<file path="src/rtl/score_pkg.sv">
// Shared types and default sizing for the snake-game score keeper.
package score_pkg;

  typedef enum logic [1:0] {
    IDLE = 2'd0,
    PLAY = 2'd1,
    WIN  = 2'd2,
    LOSE = 2'd3
  } game_state_t;

  localparam int DEF_SCORE_W   = 7;
  localparam int DEF_WIN_SCORE = 99;
  localparam int DEF_LIVES     = 3;
  localparam int DEF_LIVES_W   = 3;

endpackage : score_pkg

</file>
<file path="src/rtl/rise_detect.sv">
// Turns a level input into a one-cycle pulse on each rising edge.
module rise_detect (
  input  logic clk,
  input  logic nRst,
  input  logic in,
  output logic pulse
);

  logic r_prev;

  // NOTE: sequential state uses non-blocking assignments so every flop samples pre-edge values.
  always_ff @(posedge clk) begin
    if (!nRst) begin
      r_prev <= 1'b0;
    end else begin
      r_prev <= in;
    end
  end

  // Combinational pulse feeds only the top-level registers, so outputs stay registered.
  assign pulse = in & ~r_prev;

endmodule : rise_detect

</file>
<file path="src/rtl/game_score_keeper.sv">
// Score, lives and high-score tracker with WIN/LOSE detection for the snake game.
module game_score_keeper
  import score_pkg::*;
#(
  parameter int SCORE_W   = DEF_SCORE_W,
  parameter int WIN_SCORE = DEF_WIN_SCORE,
  parameter int LIVES     = DEF_LIVES,
  parameter int LIVES_W   = DEF_LIVES_W
) (
  input  logic               clk,
  input  logic               nRst,
  input  logic               start,
  input  logic               goodColl,
  input  logic               badColl,
  output logic [SCORE_W-1:0] currScore,
  output logic [SCORE_W-1:0] highScore,
  output logic [LIVES_W-1:0] livesLeft,
  output logic               isGameComplete,
  output logic               isWin,
  output logic               newHigh
);

  localparam logic [SCORE_W-1:0] SCORE_MAX = '1;
  localparam logic [SCORE_W-1:0] WIN_VAL   = SCORE_W'(WIN_SCORE);
  localparam logic [LIVES_W-1:0] LIVES_VAL = LIVES_W'(LIVES);
  localparam logic [LIVES_W-1:0] LAST_LIFE = LIVES_W'(1);

  logic w_good_ev;
  logic w_bad_ev;
  logic w_start_ev;

  rise_detect u_good_edge (
    .clk   (clk),
    .nRst  (nRst),
    .in    (goodColl),
    .pulse (w_good_ev)
  );

  rise_detect u_bad_edge (
    .clk   (clk),
    .nRst  (nRst),
    .in    (badColl),
    .pulse (w_bad_ev)
  );

  rise_detect u_start_edge (
    .clk   (clk),
    .nRst  (nRst),
    .in    (start),
    .pulse (w_start_ev)
  );

  game_state_t        r_state;
  logic [SCORE_W-1:0] r_score;
  logic [SCORE_W-1:0] r_high;
  logic [LIVES_W-1:0] r_lives;
  logic               r_complete;
  logic               r_win;
  logic               r_new_high;

  logic [SCORE_W-1:0] w_score_inc;
  logic               w_beats_high;

  assign w_score_inc  = (r_score == SCORE_MAX) ? r_score : r_score + SCORE_W'(1);
  assign w_beats_high = (w_score_inc > r_high);

  // Flags are registered alongside the state so they change on the same edge.
  always_ff @(posedge clk) begin
    if (!nRst) begin
      r_state    <= PLAY;
      r_score    <= '0;
      r_high     <= '0;
      r_lives    <= LIVES_VAL;
      r_complete <= 1'b0;
      r_win      <= 1'b0;
      r_new_high <= 1'b0;
    end else begin
      r_new_high <= 1'b0;
      case (r_state)
        PLAY: begin
          // A hit in the same cycle as an apple takes priority; the apple is dropped.
          if (w_bad_ev) begin
            r_lives <= r_lives - LIVES_W'(1);
            if (r_lives == LAST_LIFE) begin
              r_state    <= LOSE;
              r_complete <= 1'b1;
            end
          end else if (w_good_ev) begin
            r_score <= w_score_inc;
            if (w_beats_high) begin
              r_high     <= w_score_inc;
              r_new_high <= 1'b1;
            end
            if (w_score_inc == WIN_VAL) begin
              r_state    <= WIN;
              r_complete <= 1'b1;
              r_win      <= 1'b1;
            end
          end
        end
        WIN, LOSE: begin
          if (w_start_ev) begin
            r_state    <= IDLE;
            r_score    <= '0;
            r_lives    <= LIVES_VAL;
            r_complete <= 1'b0;
            r_win      <= 1'b0;
          end
        end
        IDLE: begin
          r_state <= PLAY;
        end
        default: begin
          r_state <= PLAY;
        end
      endcase
    end
  end

  assign currScore      = r_score;
  assign highScore      = r_high;
  assign livesLeft      = r_lives;
  assign isGameComplete = r_complete;
  assign isWin          = r_win;
  assign newHigh        = r_new_high;

endmodule : game_score_keeper

</file>
<file path="config.mk">
export PLATFORM = sky130hd
export DESIGN_NAME = game_score_keeper
export DESIGN_NICKNAME = d
export VERILOG_FILES = /design/src/rtl/score_pkg.sv /design/src/rtl/rise_detect.sv /design/src/rtl/game_score_keeper.sv
export SDC_FILE = /design/constraint.sdc
export NUM_CORES = 1
export LEC_CHECK = 0
export ABC_AREA = 1
export CAP_MARGIN = 30
export CORE_AREA = 2 2 57 59
export DETAILED_ROUTE_END_ITERATION = 12
export DIE_AREA = 0 0 59 61
export GPL_TIMING_DRIVEN = 0
export PLACE_DENSITY = 0.75
export SETUP_SLACK_MARGIN = 0.05
export SKIP_LAST_GASP = 1
export SLEW_MARGIN = 20
export SYNTH_ARGS = -nofsm -noshare
export SYNTH_HDL_FRONTEND = slang
export SYNTH_SLANG_ARGS = --single-unit
export TNS_END_PERCENT = 50
</file>
<file path="constraint.sdc">
create_clock -name clk -period 2.92 [get_ports clk]
set_clock_uncertainty 0.2 [all_clocks]
set_input_delay 0.73 -clock clk [delete_from_list [all_inputs] [get_ports clk]]
set_output_delay 0.73 -clock clk [all_outputs]
set_load 0.05 [all_outputs]
</file>
==> metrics.md <==
| Metric | Value |
|---|---|
| Final worst slack | `about 0.33 ns` |
| Clk buf depth | `2` |
| Drt pass-1 iters | `4` |
| Mapped cell area | `1470 um^2` |
| Fmax | `about 390 MHz` |
| Largest family of logic cells by synthesized area | `simple AND/OR/NAND/NOR gates` |
| Die area | `3600 um^2` |
| R2R Setup Slk | `0.33 ns` |
| Fin. Hold Viols | `0` |
| Nature of the critical path startpoint | `register` |
| Remaining DRCs | `0` |
| Hold Crit Class | `register to register` |
| Synth Area in XOR/XNOR | `0.00597` |
| Syn-to-layout area delta | `21.7%` |
| Post-synthesis compound-gate area fraction | `0.107` |
| Clock buffer count from CTS | `3` |
| WL final | `slightly below 3000 um` |
| Synth Net Count | `232` |
| Synth Area in Simple Gates | `0.343` |
| Pin count of the biggest net entering global routing | `16` |
| Detailed Route Iter0 Violations | `57` |
| Worst-path clk slew | `roughly 0.15 ns` |
| Sequential share of the synthesized area | `0.341` |
| Avg Cell Area, Syn | `slightly below 7 um^2` |
| Delay-heaviest family, CP | `simple AND/OR/NAND/NOR gates` |
| CP Cell Sequence | `ha_1 > nand3_2 > nor2_4 > a21oi_2 > inv_1 > ha_1 > nand2_1 > nor2_1 > nand3_2 > o21ai_1 > inv_1 > nand2_2 > buf_6 > nand3b_1 > nand2_1 > nor2_1` |
| Minimum clock period | `between 2 and 3 ns` |
| P per Cell Area | `slightly below 1000 nW/um^2` |
| Via count | `1368` |
| Wire per inst | `around 11 um` |
| Status | `finished clean` |
| Setup WS pre-CTS | `0.197 ns` |
| Htree depth | `1` |
| IO Pins | `25` |
| CTS Hold Buffers Added | `0` |
| RSZ-0062 raised after global routing | `false` |
| Final ANT Viol Nets | `0` |
| Post-Synthesis Cells | `~220` |
| Hold path cells | `2` |
| Layout cells sized above 1 | `0.0935` |
| Worst skew pair latency | `0.33 ns` |
| Via density | `just under 5` |
| Global-route wire length before repair | `4910 um` |
| CP endpoint kind | `register` |
| CTS tree | `yes` |
| Design Power | `~1700 uW` |
| Tcrit/Tclk final | `0.888` |
| Ys Warns | `0` |
| Critical Path RT | `about 3 ns` |
| Slew HR | `0.632` |
| Initial core utilization | `0.497` |
| Core area | `just under 3000 um^2` |
| P_leak | `0.000837 uW` |
| Adder-Cell Fraction of Synth Area | `0.0767` |
| Yosys reg bits | `25` |
| Tot GR Track Use | `0.179` |
| Multiplexer share of the synthesized area | `0` |
| Slowest Stage Delay on Critical Path | `0.39 ns` |
| Reg-to-Reg End | `highScore[1]` |
| Die extent in x | `roughly 59 um` |
| Max-cap viol count | `0` |
| Setup TNS | `0 ns` |
| CP arrival | `2.63 ns` |
| Register-to-Register Path Depth | `16` |
| Post-synth cell types | `26` |
| CP max FO | `10` |
| Final Wtd Congestion | `around 0.81` |
| Post-CTS Resized | `0` |
| Slowest CP cell | `dfxtp_2` |
| CP Buf/Inv Count | `3` |
| # rows | `20` |
| Reg2reg start | `currScore[0]` |
| Post-DP HPWL | `2260 um` |
| Actual slew at the worst max-slew pin | `0.548 ns` |
| Final Max Slew Viols | `0` |
| Vias in the first global route | `1127` |
| Hold_sp | `isWin` |
| WHS Endpoint | `isWin` |
| CP Class | `register to register` |
| Post-CTS Setup Inserts | `0` |
| Clock Root Buffer | `clkbuf_4` |
| GRT Residual Overflow | `0` |
| Clock sinks | `25` |
| IO buf count | `24` |
| Ant. Diodes | `0` |
| Total Nets Final | `261` |
| VDD IR-drop max | `0.000735 V` |
| Initial antenna violation count | `0` |
| Chip height | `approximately 61 um` |
| Final setup violation count | `0` |
cell type report:
| class | count | area, um^2 |
|---|---|---|
| fillers | 274 | 1170 |
| multi-input cells | 150 | 786 |
| flip-flops and latches | 25 | 503 |
| repair buffers | 24 | 240 |
| inverters | 38 | 143 |
| plain buffers | 5 | 42.5 |
| well taps | 33 | 41.3 |
| clock buffers | 3 | 22.5 |
| clock inverters | 1 | 7.51 |
worst min-delay path, delay by kind of cell, from the launching register on:
family                 cells  cell delay, ns
AO/OA/AOI/OAI              1            0.05
buffers and inverters      1            0.04
flip-flops                 1            0.34
layer usage:
| metal | share of wire | track usage |
|---|---|---|
| met5 | 0 | 0 |
| met4 | 0.022 | 0.0974 |
| met3 | 0.039 | 0.0192 |
| met2 | 0.42 | 0.268 |
| met1 | 0.52 | 0.253 |
synthesized netlist by cell type:
master | number | area, um^2
nand3_2 | 3 | 30.0
buf_2 | 1 | 5.00
nand4_1 | 4 | 25.0
o21a_1 | 1 | 7.51
o21ai_1 | 3 | 15.0
or2_2 | 1 | 6.26
nand2_1 | 51 | 191
or2_0 | 1 | 6.26
nand2_2 | 4 | 25.0
nor3_2 | 1 | 10.0
nand3_1 | 11 | 55.1
inv_1 | 38 | 143
dfxtp_1 | 25 | 500
o21bai_1 | 1 | 7.51
clkbuf_1 | 1 | 3.75
nand3b_1 | 1 | 7.51
nor3_1 | 4 | 20.0
nor2_2 | 1 | 6.26
a21oi_1 | 20 | 100
xor2_1 | 1 | 8.76
nor2_1 | 26 | 97.6
o21ai_0 | 4 | 20.0
ha_1 | 9 | 113
nor2_4 | 2 | 22.5
a211oi_1 | 1 | 7.51
buf_6 | 3 | 33.8
stage by stage:
step	utilization	hold slack, ns	std cells	cell area, um^2
after floorplan	-	0.302	218	1470
after global placement	0.592	0.236	275	1750
after detailed placement	0.592	0.239	275	1750
after CTS	0.603	0.259	279	1780
after global routing	0.605	0.269	279	1790
final	0.605	0.255	279	1790
kinds of logic (layout without fill, tap and decap cells):
family | after synthesis | count (layout)
simple gates | 110 | 110
flops | 25 | 25
fa+ha+maj | 9 | 9
compound gates | 30 | 30
xor+xnor | 1 | 1
buf+inv | 43 | 71
where the power goes:
group / internal (uW) / switching (uW) / total (uW) / leakage [uW]
sequential: 424 / 64.3 / 488 / 0.000205
combinational: 384 / 681 / 1070 / 0.000617
clock: 52.5 / 112 / 164 / 0.0000139
worst max path at each step:
stage                      start            to  slack (ns)  cells after the start
finish              currScore[0]  highScore[1]        0.33                     16
global placement        goodColl  highScore[5]        0.21                     10
global route        currScore[1]  highScore[1]        0.06                     16
floorplan           currScore[1]  highScore[2]        0.12                     15
CTS                 currScore[0]  highScore[1]        0.15                     16
detailed placement  currScore[0]  highScore[5]        0.20                     16
flip-flops by register name, summed over array words and instances, names as in the netlist:
signal	flops
u_good_edge.r_prev	1
u_start_edge.r_prev	1
r_state	2
highScore	7
u_bad_edge.r_prev	1
currScore	7
isWin	1
livesLeft	3
newHigh	1
isGameComplete	1
cells in the final DEF, fill, tap and decap left out, drive strengths merged:
cell type	netlist	layout
a211oi	1	1
a21oi	20	20
buf	4	4
clkbuf	1	4
clkdlybuf4s50	0	24
clkinvlp	0	1
dfxtp	25	25
ha	9	9
inv	38	38
nand2	55	55
nand3	14	14
nand3b	1	1
nand4	4	4
nor2	29	29
nor3	5	5
o21a	1	1
o21ai	7	7
o21bai	1	1
or2	2	2
xor2	1	1
Power figures use the tool's default switching activity.
